[src/rtl/anton_neopixel_sequencer_pkg.sv]
// Shared types, defaults and helpers for the NeoPixel frame sequencer.
package anton_neopixel_sequencer_pkg;

    // Sequencer state. The values match the 1-bit state encoding that the stream stage decodes.
    typedef enum logic {
        STATE_RESET    = 1'b0,
        STATE_TRANSMIT = 1'b1
    } seqState_t;

    // Default last byte index of the pixel buffer.
    localparam int unsigned BUFFER_END_DEFAULT   = 255;
    // Default latch (low) time between frames, in pattern-clock cycles.
    localparam int unsigned RESET_CYCLES_DEFAULT = 420;

    // Each colour bit is eight pattern slots, and each pixel is 24 colour bits.
    localparam logic [2:0] PATTERN_LAST = 3'd7;
    localparam logic [4:0] BIT_LAST     = 5'd23;

    // Limits the requested last pixel so the frame never addresses past the buffer.
    // A 32-bit pixel occupies four bytes, so fewer whole pixels fit in that mode.
    function automatic int unsigned clampLastPixel(
        input int unsigned regMaxVal,
        input int unsigned bufferEnd,
        input logic        is32
    );
        int unsigned limit;
        limit = is32 ? (((bufferEnd + 1) / 4) - 1) : bufferEnd;
        return (regMaxVal > limit) ? limit : regMaxVal;
    endfunction

endpackage

[src/rtl/anton_neopixel_sequencer.sv]
// Registered timing generator for the NeoPixel stream stage: it walks pattern slots,
// colour bits and pixels for one frame, then holds the latch period before the next frame.
module anton_neopixel_sequencer
    import anton_neopixel_sequencer_pkg::*;
#(
    parameter  int unsigned BUFFER_END   = BUFFER_END_DEFAULT,
    parameter  int unsigned RESET_CYCLES = RESET_CYCLES_DEFAULT,
    localparam int unsigned BUFFER_BITS  = $clog2(BUFFER_END + 1)
) (
    input  logic                   clk7mhz,
    input  logic                   resetn,
    input  logic                   regCtrlRun,
    input  logic                   regCtrlLoop,
    input  logic                   regCtrl32bit,
    input  logic [BUFFER_BITS-1:0] regMax,
    output logic                   state,
    output logic [BUFFER_BITS-1:0] pixelIndex,
    output logic [4:0]             pixelBitIndex,
    output logic [2:0]             bitPatternIndex,
    output logic                   streamEnd,
    output logic                   runClear
);

    localparam int unsigned            RESET_BITS = $clog2(RESET_CYCLES);
    localparam logic [RESET_BITS-1:0]  RESET_LAST = RESET_BITS'(RESET_CYCLES - 1);

    seqState_t                stateQ, stateD;
    logic [RESET_BITS-1:0]    resetCnt, resetCntD;
    logic [BUFFER_BITS-1:0]   pixelCnt, pixelCntD;
    logic [BUFFER_BITS-1:0]   lastPixel, lastPixelD;
    logic                     mode32, mode32D;
    logic [4:0]               pixelBitD;
    logic [2:0]               patternD;
    logic [BUFFER_BITS-1:0]   pixelIndexD;
    logic [BUFFER_BITS+1:0]   pixelByteD;
    logic                     streamEndD, runClearD;

    assign state = stateQ;

    // Next-state logic for the state register, counter chain, frame latches and pulses.
    always_comb begin
        stateD     = stateQ;
        resetCntD  = resetCnt;
        pixelCntD  = pixelCnt;
        lastPixelD = lastPixel;
        mode32D    = mode32;
        pixelBitD  = pixelBitIndex;
        patternD   = bitPatternIndex;
        streamEndD = 1'b0;
        runClearD  = 1'b0;

        case (stateQ)
            STATE_RESET: begin
                if (resetCnt != RESET_LAST) begin
                    resetCntD = resetCnt + 1'b1;
                end else if (regCtrlRun) begin
                    stateD     = STATE_TRANSMIT;
                    pixelCntD  = '0;
                    pixelBitD  = '0;
                    patternD   = '0;
                    mode32D    = regCtrl32bit;
                    lastPixelD = BUFFER_BITS'(clampLastPixel(32'(regMax), BUFFER_END, regCtrl32bit));
                end
            end

            STATE_TRANSMIT: begin
                if (!regCtrlRun) begin
                    // Abort: restart the full latch period and park all indices.
                    stateD    = STATE_RESET;
                    resetCntD = '0;
                    pixelCntD = '0;
                    pixelBitD = '0;
                    patternD  = '0;
                end else if (bitPatternIndex != PATTERN_LAST) begin
                    patternD = bitPatternIndex + 3'd1;
                end else begin
                    patternD = '0;
                    if (pixelBitIndex != BIT_LAST) begin
                        pixelBitD = pixelBitIndex + 5'd1;
                    end else begin
                        pixelBitD = '0;
                        if (pixelCnt == lastPixel) begin
                            stateD     = STATE_RESET;
                            resetCntD  = '0;
                            pixelCntD  = '0;
                            streamEndD = 1'b1;
                            runClearD  = !regCtrlLoop;
                        end else begin
                            pixelCntD = pixelCnt + 1'b1;
                        end
                    end
                end
            end

            default: begin
                stateD    = STATE_RESET;
                resetCntD = '0;
                pixelCntD = '0;
                pixelBitD = '0;
                patternD  = '0;
            end
        endcase

        // pixelIndex is derived from the next-cycle count and format so it can be a flop
        // and still line up with the other indices.
        pixelByteD  = {pixelCntD, 2'b00};
        pixelIndexD = mode32D ? pixelByteD[BUFFER_BITS-1:0] : pixelCntD;
    end

    // State register, counters, frame latches and registered outputs.
    always_ff @(posedge clk7mhz or negedge resetn) begin
        if (!resetn) begin
            stateQ          <= STATE_RESET;
            resetCnt        <= '0;
            pixelCnt        <= '0;
            lastPixel       <= '0;
            mode32          <= 1'b0;
            pixelBitIndex   <= '0;
            bitPatternIndex <= '0;
            pixelIndex      <= '0;
            streamEnd       <= 1'b0;
            runClear        <= 1'b0;
        end else begin
            stateQ          <= stateD;
            resetCnt        <= resetCntD;
            pixelCnt        <= pixelCntD;
            lastPixel       <= lastPixelD;
            mode32          <= mode32D;
            pixelBitIndex   <= pixelBitD;
            bitPatternIndex <= patternD;
            pixelIndex      <= pixelIndexD;
            streamEnd       <= streamEndD;
            runClear        <= runClearD;
        end
    end

endmodule

[config.mk]
export PLATFORM = sky130hd
export DESIGN_NAME = anton_neopixel_sequencer
export DESIGN_NICKNAME = d
export VERILOG_FILES = /design/src/rtl/anton_neopixel_sequencer_pkg.sv /design/src/rtl/anton_neopixel_sequencer.sv
export SDC_FILE = /design/constraint.sdc
export NUM_CORES = 1
export LEC_CHECK = 0
export CORE_ASPECT_RATIO = 1.1
export CORE_MARGIN = 1.5
export CORE_UTILIZATION = 49
export DETAILED_ROUTE_END_ITERATION = 10
export PLACE_DENSITY = 0.76
export SLEW_MARGIN = 25
export SYNTH_ARGS = -nofsm -noshare
export SYNTH_HDL_FRONTEND = slang
export SYNTH_SLANG_ARGS = --single-unit
[constraint.sdc]
create_clock -name clk7mhz -period 2.8 [get_ports clk7mhz]
set_clock_uncertainty 0.1 [all_clocks]
set_input_delay 0.28 -clock clk7mhz [delete_from_list [all_inputs] [get_ports clk7mhz]]
set_output_delay 0.28 -clock clk7mhz [all_outputs]
set_load 0.05 [all_outputs]
==> implementation parameters, run 1 <==
Parameter                              Value

Synthesis
  Synthesized instance count    226
  Syn nets    ~250
  Synthesis-stage register bit count    between 40 and 50
  Seq/Total Area, Yosys    between 40% and 50%
  Cell Area, Synth    2280 um2
  Syn. warnings    0
  Post-synthesis cell type count    45
  Per-instance average area after synthesis    10.1 um2

Clock network
  Clock latency at the later pin of the worst-skew pair    between 200 and 300 ps
  Clock tree from TritonCTS    built
  TritonCTS Sinks    45
  Total of cells resized after clock tree synthesis    0
  Root Buffer Master    sky130_fd_sc_hd__clkbuf_8
  Maximum buffer depth of the clock tree    2
  Max H-tree Level    2
  Clock-pin slew reported for the worst setup and hold paths after clock tree synthesis    about 80 ps
  Total clock buffers created by CTS    5

Global routing
  Tot GR Track Use    between 20% and 30%
  Number of antenna violations at the first check in global routing    0
  Global-route congestion overflow total    0
  Number of global-route vias before repair    ~1,700
  Global-route wire length before repair    7820 um
  Maximum number of pins on one net before global-route repair    46

Layout
  Sequential standard cell area    1130 um2
  Commonest non-fill, non-tap cells in the layout    45 x sky130_fd_sc_hd__dfrtp_1, 30 x sky130_fd_sc_hd__clkdlybuf4s50_1, 28 x sky130_fd_sc_hd__nor2_1
  Leading cell type in the layout, fill and taps excluded    sky130_fd_sc_hd__dfrtp_1
  Layout cells sized above 1    under 10%
  Layout net count    around 290
  Final core utilization    between 60% and 70%
  Multi-input logic area    1090 um2
  Fill cell instance count of the final layout    between 300 and 400
  Antenna diodes    0
  Layout overhead on the synthesized area    22.6%

Critical path
  R2r worst-path depth    8
  Worst path top cell family by delay    compound AO/OA/AOI/OAI gates
  Data arrival, critical path    around 2600 ps
  Sum of buffers and inverters on the critical path    1
  Category of the critical setup timing path    reg2reg
  Delay of the slowest cell on the worst path    roughly 500 ps
  Critical path's most frequent cell    sky130_fd_sc_hd__ha_1
  Endpoint required time on the critical path    roughly 2900 ps
  Maximum fanout along the worst path    5
  R2r startpoint    bitPatternIndex[1]$_DFFE_PN0P_
  Cell-by-cell listing of the critical path    ha_1 -> ha_1 -> inv_1 -> or2_0 -> o31ai_1 -> a21oi_1 -> o22ai_1 -> o21ai_0
  Setup slack on the worst flop-to-flop path    approximately 260 ps
  Kind of start point of the critical path    flop
  Endpoint kind of the worst setup timing path    flop
  Capture point of the worst reg-to-reg path    pixelIndex[5]$_DFF_PN0_
  Slowest CP cell    sky130_fd_sc_hd__o31ai_1

Power
  IR drop worst, VDD    0.000269 V
  Pwr Density    about 540 nW/um2
  LEAKAGE    1.25 nW

Die
  Vertical die dimension    around 75 um
  Die span in x    68.0 um
  Core footprint    about 4400 um2
  Ports placed on the boundary    32
  Die Outline Area    ~5000 um2
  # rows    25
  Starting Density    52.1%

STA
  Worst-margin pin slew    about 630 ps
  Final-report hold violation count    0
  Unrepaired setup endpoints after global routing    false
  Worst max-slew margin expressed relative to the limit    slightly below 60%
  Fin crit share    between 90% and 100%
  Final setup violating endpoints    0
  Shortest period the worst path allows    2540 ps
  Pins Over Slew Limit    0
  Summed negative setup slack over all endpoints    0 ps
  Upper clock frequency limit    394 MHz

Job
  Maxcap violations    0

Detailed routing
  Number of remaining DRC errors    0
  WL/cell    about 15 um
  Count of antenna-violating nets left after detailed routing    0
  Wire length after detailed routing    roughly 4700 um
  Via density    ~5.7
  Routed via count    ~1,800
  First-iteration detailed-routing DRC count    between 70 and 80
  Pre-Repair DR Iteration Count    4

Placement
  Final Wtd Congestion    0.905
  Port Buffers    31
  Detail Placement HPWL    3480 um

Min path
  Kind of path behind the tightest hold check    in2async

Status
  Result of the run    finished clean
-- layout make-up --
type	instances	area share, %
Tap cell	54	2.42
Clock buffer	7	3.09
Multi-Input combinational cell	169	39.2
Timing Repair Buffer	38	13.0
Sequential cell	45	40.3
Clock inverter	1	1.07
Inverter	6	0.985
-- cells in the mapped netlist --
master	n	area share, %
sky130_fd_sc_hd__or3_1	4	1.1
sky130_fd_sc_hd__mux2_2	1	0.49
sky130_fd_sc_hd__o22ai_1	1	0.27
sky130_fd_sc_hd__a21o_1	3	0.99
sky130_fd_sc_hd__nand2_1	12	2.0
sky130_fd_sc_hd__or2_1	1	0.27
sky130_fd_sc_hd__and4_1	2	0.77
sky130_fd_sc_hd__or2_0	1	0.27
sky130_fd_sc_hd__nand4b_4	1	1.0
sky130_fd_sc_hd__nor2b_1	1	0.27
sky130_fd_sc_hd__o21bai_1	1	0.33
sky130_fd_sc_hd__mux2i_1	3	1.3
sky130_fd_sc_hd__buf_6	1	0.49
sky130_fd_sc_hd__nand3_1	11	2.4
sky130_fd_sc_hd__nor4_1	1	0.27
sky130_fd_sc_hd__nor3b_1	2	0.66
sky130_fd_sc_hd__and2_1	3	0.82
sky130_fd_sc_hd__o41ai_1	1	0.38
sky130_fd_sc_hd__nor3_1	6	1.3
sky130_fd_sc_hd__nor3_4	1	0.71
sky130_fd_sc_hd__clkbuf_1	4	0.66
sky130_fd_sc_hd__o311ai_0	1	0.38
sky130_fd_sc_hd__dfrtp_1	45	49
sky130_fd_sc_hd__nand4b_1	1	0.38
sky130_fd_sc_hd__inv_1	5	0.82
sky130_fd_sc_hd__nand4_1	8	2.2
sky130_fd_sc_hd__and3_1	5	1.4
sky130_fd_sc_hd__o31ai_1	4	1.3
sky130_fd_sc_hd__a21oi_1	14	3.1
sky130_fd_sc_hd__a31oi_1	2	0.55
sky130_fd_sc_hd__xnor2_1	12	4.6
sky130_fd_sc_hd__o21ai_0	15	3.3
sky130_fd_sc_hd__xor2_1	2	0.77
sky130_fd_sc_hd__mux2_4	3	2.0
sky130_fd_sc_hd__o22a_1	2	0.77
sky130_fd_sc_hd__buf_2	1	0.22
sky130_fd_sc_hd__a41oi_1	1	0.38
sky130_fd_sc_hd__clkinv_4	1	0.38
sky130_fd_sc_hd__a22oi_1	1	0.33
sky130_fd_sc_hd__nand2b_1	1	0.27
sky130_fd_sc_hd__o41a_1	1	0.49
sky130_fd_sc_hd__or2_2	2	0.55
sky130_fd_sc_hd__ha_1	7	3.8
sky130_fd_sc_hd__nor2_1	28	4.6
sky130_fd_sc_hd__a22o_1	3	1.2
-- sequential cells by signal, summed over array words and instances (netlist names), 3 cells and up --
register	flops
pixelBitIndex	5
bitPatternIndex	3
resetCnt	9
pixelCnt	8
lastPixel	8
pixelIndex	8
-- what timing repair did --
| action | CTS | global route |
|---|---|---|
| hold buffers | 0 | 1 |
| buffers inserted | 0 | 0 |
| hold endpoints to repair | 0 | 45 |
-- report_power, final --
group | leakage [nW] | internal (mW) | switching, mW
sequential | 0.597 | 0.714 | 0.0766
combinational | 0.595 | 0.107 | 0.110
clock | 0.0585 | 0.291 | 0.209
-- per-layer routing --
metal	track usage [%]	routed length, um
met3	4.08	174
met2	36.6	2410
met5	0	0
met4	6.44	59
met1	24.6	2030
-- worst register-to-register path: stages (launching register included) --
cell	delay, ps
sky130_fd_sc_hd__dfrtp_1	390
sky130_fd_sc_hd__ha_1	160
sky130_fd_sc_hd__ha_1	250
sky130_fd_sc_hd__inv_1	100
sky130_fd_sc_hd__or2_0	330
sky130_fd_sc_hd__o31ai_1	490
sky130_fd_sc_hd__a21oi_1	80
sky130_fd_sc_hd__o22ai_1	360
sky130_fd_sc_hd__o21ai_0	160
-- how the worst max path moves through the flow --
stage / startpoint / end / cells past startpoint
after floorplan: resetCnt[0]$_DFFE_PN0P_ / pixelIndex[6]$_DFF_PN0_ / 8
after global placement: regCtrlRun / pixelIndex[2]$_DFF_PN0_ / 7
after detailed placement: pixelBitIndex[0]$_DFFE_PN0P_ / pixelIndex[5]$_DFF_PN0_ / 7
after CTS: pixelBitIndex[0]$_DFFE_PN0P_ / pixelIndex[5]$_DFF_PN0_ / 7
after global routing: pixelBitIndex[0]$_DFFE_PN0P_ / pixelIndex[7]$_DFF_PN0_ / 7
final: bitPatternIndex[1]$_DFFE_PN0P_ / pixelIndex[5]$_DFF_PN0_ / 8
-- per-stage QoR --
stage	hold WS [ps]	power (mW)	setup WS, ps	cell area [um2]	instances
4_1_cts	68.7	1.52	269	2780	319
6_report	417	1.51	261	2800	320
3_3_place_gp	393	1.00	280	2670	311
5_1_grt	473	1.58	89.6	2800	320
3_5_place_dp	393	1.02	272	2670	311
2_1_floorplan	-116	0.929	156	2280	226
-- logic make-up after synthesis --
group | synth area share (%)
flops | 49.4
compound gates | 13.7
simple gates | 21.3
fa+ha+maj | 3.84
mux | 3.79
buf+inv | 2.58
xor+xnor | 5.38
No activity file was read; power rests on OpenSTA's default activity.
==> run 2: changes to the inputs <==
--- a/config.mk
+++ b/config.mk
@@ -10,6 +10,7 @@
 export CORE_UTILIZATION = 49
 export DETAILED_ROUTE_END_ITERATION = 10
 export PLACE_DENSITY = 0.76
+export SKIP_LAST_GASP = 1
 export SLEW_MARGIN = 25
 export SYNTH_ARGS = -nofsm -noshare
 export SYNTH_HDL_FRONTEND = slang
==> results of run 2 <==
Final layout, timing and power as in run 1 (identical DEF).
